<file path="config.mk">
export PLATFORM = sky130hd
export DESIGN_NAME = alu_req_arbiter
export DESIGN_NICKNAME = d
export VERILOG_FILES = /design/src/rtl/alu_req_arbiter.sv
export SDC_FILE = /design/constraint.sdc
export NUM_CORES = 1
export LEC_CHECK = 0
export ABC_AREA = 1
export CAP_MARGIN = 40
export CORE_ASPECT_RATIO = 0.5
export CORE_MARGIN = 2
export CORE_UTILIZATION = 43
export CTS_BUF_LIST = sky130_fd_sc_hd__clkbuf_16
export CTS_CLUSTER_SIZE = 24
export DETAILED_ROUTE_END_ITERATION = 7
export PLACE_DENSITY = 0.85
export SKIP_CTS_REPAIR_TIMING = 1
export SLEW_MARGIN = 15
export SYNTH_ARGS = -nofsm -noshare
export SYNTH_HDL_FRONTEND = slang
export SYNTH_SLANG_ARGS = --single-unit
</file>
<file path="constraint.sdc">
create_clock -name CLK -period 4 [get_ports CLK]
set_clock_uncertainty 0.1 [all_clocks]
set_input_delay 0.8 -clock CLK [delete_from_list [all_inputs] [get_ports CLK]]
set_output_delay 0.8 -clock CLK [all_outputs]
set_load 0.01 [all_outputs]
</file>
<file path="src/rtl/alu_req_arbiter.sv">
// alu_req_arbiter: round-robin sharing of one ALU between two requesters with a fixed-latency issue/capture sequence
module alu_req_arbiter #(
  parameter int WIDTH   = 16,
  parameter int ALU_LAT = 1
) (
  input  logic             CLK,
  input  logic             RST_N,
  input  logic             REQ0_VALID,
  output logic             REQ0_READY,
  input  logic [2:0]       REQ0_OP,
  input  logic [WIDTH-1:0] REQ0_X,
  input  logic [WIDTH-1:0] REQ0_Y,
  input  logic             REQ1_VALID,
  output logic             REQ1_READY,
  input  logic [2:0]       REQ1_OP,
  input  logic [WIDTH-1:0] REQ1_X,
  input  logic [WIDTH-1:0] REQ1_Y,
  output logic             RSP_VALID,
  input  logic             RSP_READY,
  output logic             RSP_ID,
  output logic [WIDTH-1:0] RSP_RES,
  output logic             RSP_CF,
  output logic             ALU_EN,
  output logic [2:0]       ALU_OP,
  output logic [WIDTH-1:0] ALU_X,
  output logic [WIDTH-1:0] ALU_Y,
  input  logic [WIDTH-1:0] ALU_RES,
  input  logic             ALU_CF,
  output logic             BUSY
);
  typedef enum logic [1:0] {IDLE, ISSUE, WAIT, RESP} state_t;
  state_t           state_q, state_d;
  logic             last_q, last_d;
  logic             id_q, id_d;
  logic             cf_q, cf_d;
  logic [2:0]       op_q, op_d;
  logic [2:0]       cnt_q, cnt_d;
  logic [WIDTH-1:0] x_q, x_d, y_q, y_d, res_q, res_d;
  logic             gnt1, acc;
  logic [2:0]       req_op;
  // last_q holds the most recent grant; requester 1 loses a tie after reset
  assign gnt1       = REQ1_VALID & (~REQ0_VALID | ~last_q);
  assign REQ0_READY = (state_q == IDLE) & REQ0_VALID & ~gnt1;
  assign REQ1_READY = (state_q == IDLE) & gnt1;
  assign acc        = REQ0_READY | REQ1_READY;
  assign req_op     = gnt1 ? REQ1_OP : REQ0_OP;
  assign ALU_EN     = state_q == ISSUE;
  assign ALU_OP     = op_q;
  assign ALU_X      = x_q;
  assign ALU_Y      = y_q;
  assign RSP_VALID  = state_q == RESP;
  assign RSP_ID     = id_q;
  assign RSP_RES    = res_q;
  assign RSP_CF     = cf_q;
  assign BUSY       = state_q != IDLE;
  always_comb begin
    state_d = state_q;
    last_d  = last_q;
    id_d    = id_q;
    cf_d    = cf_q;
    op_d    = op_q;
    cnt_d   = cnt_q;
    x_d     = x_q;
    y_d     = y_q;
    res_d   = res_q;
    case (state_q)
      IDLE: if (acc) begin
        op_d    = req_op;
        x_d     = gnt1 ? REQ1_X : REQ0_X;
        y_d     = gnt1 ? REQ1_Y : REQ0_Y;
        id_d    = gnt1;
        last_d  = gnt1;
        state_d = (req_op == 3'b000) ? RESP : ISSUE;
        res_d   = (req_op == 3'b000) ? '0 : res_q;
        cf_d    = (req_op == 3'b000) ? 1'b0 : cf_q;
      end
      ISSUE: begin
        cnt_d   = 3'(ALU_LAT);
        state_d = WAIT;
      end
      WAIT: begin
        cnt_d   = cnt_q - 3'd1;
        state_d = (cnt_q == 3'd1) ? RESP : WAIT;
        res_d   = (cnt_q == 3'd1) ? ALU_RES : res_q;
        cf_d    = (cnt_q == 3'd1) ? ALU_CF : cf_q;
      end
      RESP: state_d = RSP_READY ? IDLE : RESP;
      default: state_d = IDLE;
    endcase
  end
  always_ff @(posedge CLK) begin
    if (!RST_N) begin
      state_q <= IDLE;
      last_q  <= 1'b1;
      id_q    <= 1'b0;
      cf_q    <= 1'b0;
      op_q    <= '0;
      cnt_q   <= '0;
      x_q     <= '0;
      y_q     <= '0;
      res_q   <= '0;
    end else begin
      state_q <= state_d;
      last_q  <= last_d;
      id_q    <= id_d;
      cf_q    <= cf_d;
      op_q    <= op_d;
      cnt_q   <= cnt_d;
      x_q     <= x_d;
      y_q     <= y_d;
      res_q   <= res_d;
    end
  end
endmodule

</file>
==> metrics.md <==
| Metric | Value |
|---|---|
| Setup TNS | 0 ps |
| Number of hold violations in the final report | 0 |
| Initial DRC count | 146 |
| First-pass GRT wire length | 12000 um |
| Flop2flop setup slack | 1420 ps |
| Die height | 62.0 um |
| Period utilization | 79.6% |
| Synth Register Bits | 59 |
| P_leak | 1.85 nW |
| RSZ-0062 raised after global routing | false |
| Fmax | 314 MHz |
| Drt wl/cell | 13.4 um |
| R2r startpoint | state_q[0] |
| Area grow syn2layout | 60.6% |
| GR Util All Layers | 20.6% |
| Net Count, Synth | 475 |
| Hold-critical path depth | 2 |
| Initial antenna violation count | 0 |
| CP Capture Type | output port |
| Post-synth top area share | 40.8% |
| Num CTS Buffers | 9 |
| CTS tree | yes |
| Worst-path clk slew | 50 ps |
| Largest net degree at the start of global routing | 45 |
| Via count | 3013 |
| DPL Wire Length | 5400 um |
| Crit path arrival time | 2280 ps |
| Cell Pwr Density | 740 mW/mm^2 |
| CTS max path bufs | 2 |
| CP required | 3100 ps |
| Die Wd | 120 um |
| Final ANT Viol Nets | 0 |
| Clk_lat worst skew | 320 ps |
| Sequential area share after synthesis | 40.8% |
| TritonRoute pass-1 iters | 4 |
| Worst slew pin tran | 752 ps |
| Status | finished, final reports clean |
| Netlist cell types | 28 |
| Yosys Warn Count | 0 |
| Final setup violation count | 0 |
| Slew Limit Fails | 0 |
| Hold Slack | 380 ps |
| Syn_area_per_cell | 7.70 um^2 |
| Final WL | 8180 um |
| Hold Path Sink | RSP_ID |
| # rows | 21 |
| CTS root buffer | clkbuf_16 |
| Placed instance count | 593 |
| Area of the core | 0.00660 mm^2 |
| CP startpoint kind | input pin |
| Synth area leader | dfxtp_1 |
| CTS Sinks | 59 |
| Post-route insts no fill | 609 |
| Cells after Synth | 376 |
| Dominant cells by area after synthesis | dfxtp_1 (41%), nand2_1 (14%), a31oi_1 (7.1%) |
| Ant diodes | 0 |
| I/O Buffers | 149 |
| Hold wc startpoint | RSP_ID |
| VDD IR max | 301 uV |
| Minimum clock period | 3180 ps |
| Share of cells above drive strength 1 | 13.5% |
| Worst-path fanout max | 19 |
| Number of global-route vias before repair | 2600 |
| Slew headroom | 49.8% |
| Starting Density | 43.9% |
| Fin nets | 611 |
| R2R cell count | 9 |
| FILL cells | 499 |
| Drt drc | 0 |
| Total gr overflow | 0 |
| R2R Path End | RSP_RES[13] |
| Number of max-cap violations | 0 |
| Power, Total | 0.00344 W |
| Worst hold-check path type | reg2reg |
| H-tree lvl count | 3 |
| Syn Std Cell Area | 0.00289 mm^2 |
| Via density | 4.95 |
| Die ar. | 0.00744 mm^2 |
| Routability cong. | 0.784 |
| Crit path kind | in2out |
| Io pins | 150 |
-- worst max-delay path by stage --
stage	from	end	depth (start not counted)
floorplan	REQ0_VALID	REQ0_READY	6
global placement	REQ0_VALID	REQ0_READY	6
detailed placement	REQ0_VALID	REQ0_READY	6
CTS	REQ0_VALID	REQ0_READY	6
global route	REQ0_VALID	REQ0_READY	6
finish	REQ0_VALID	REQ0_READY	6
-- Yosys cell counts (all sizes together) --
cell type / number
dfxtp: 59
o21a: 1
clkbuf: 13
nand3: 23
a21oi: 22
ha: 7
nor2: 21
a221oi: 1
a41oi: 1
inv: 20
nand3b: 1
nand2: 117
a31oi: 33
o21ai: 41
nand4: 1
buf: 15
-- final cells by class --
class	count	area, um^2	share of cell area (%)
Inverter	20	75.1	1.62
Timing Repair Buffer	153	1540	33.2
Tap cell	92	115	2.48
Sequential cell	59	1180	25.4
Multi-Input combinational cell	269	1450	31.2
Clock inverter	7	60.1	1.29
Clock buffer	9	225	4.85
-- registers in the layout, indices dropped and copies added, names as in the netlist --
register / flops
cnt_q: 3
RSP_RES: 16
state_q: 2
ALU_Y: 16
last_q: 1
ALU_X: 16
RSP_CF: 1
ALU_OP: 3
RSP_ID: 1
-- power by group --
group | total, W | switching [W] | internal [W]
Combinational | 0.00175 | 0.000939 | 0.000812
Clock | 0.000731 | 0.000259 | 0.000473
Sequential | 0.000956 | 0.000135 | 0.000821
-- worst max-delay path, cell delays in order --
cell             delay [ps]
clkdlybuf4s50_1         510
nand2_2                 100
nand2_4                 200
inv_2                    50
nor2_1                   80
clkdlybuf4s50_1         530
-- stage by stage --
step | utilization [%] | worst slack (ps) | area, um^2
global route | 70.5 | 717 | 4650
finish | 70.5 | 816 | 4650
floorplan | - | 1570 | 2890
CTS | 70.5 | 805 | 4650
global placement | 65.9 | 824 | 4340
detailed placement | 66.2 | 807 | 4360
-- cells by family after synthesis --
kind of cell,after synthesis,synth area share [%]
buffers and inverters,48,9.08
AOI/OAI and AO/OA,99,21.1
and+or+nand+nor,163,26.0
DFF,59,40.8
adders and majority gates,7,3.03
-- metal layers --
| metal | GRT usage, % | part of all wire, % |
|---|---|---|
| met2 | 39.4 | 52 |
| met1 | 22.3 | 41 |
| met4 | 7.39 | 1.4 |
| met5 | 0 | 0 |
| met3 | 6.93 | 5.5 |
-- layout by cell type, fill, tap and decap left out, drive strengths merged, types with 4 or more instances in the layout --
cell type | netlist | layout
a31oi | 33 | 33
inv | 20 | 21
nor2 | 21 | 21
nand3 | 23 | 23
dfxtp | 59 | 59
buf | 15 | 5
clkinv | 0 | 4
nand2 | 117 | 117
ha | 7 | 7
o21ai | 41 | 41
clkbuf | 13 | 9
clkdlybuf4s50 | 0 | 148
a21oi | 22 | 22
Power figures use the tool's default switching activity.
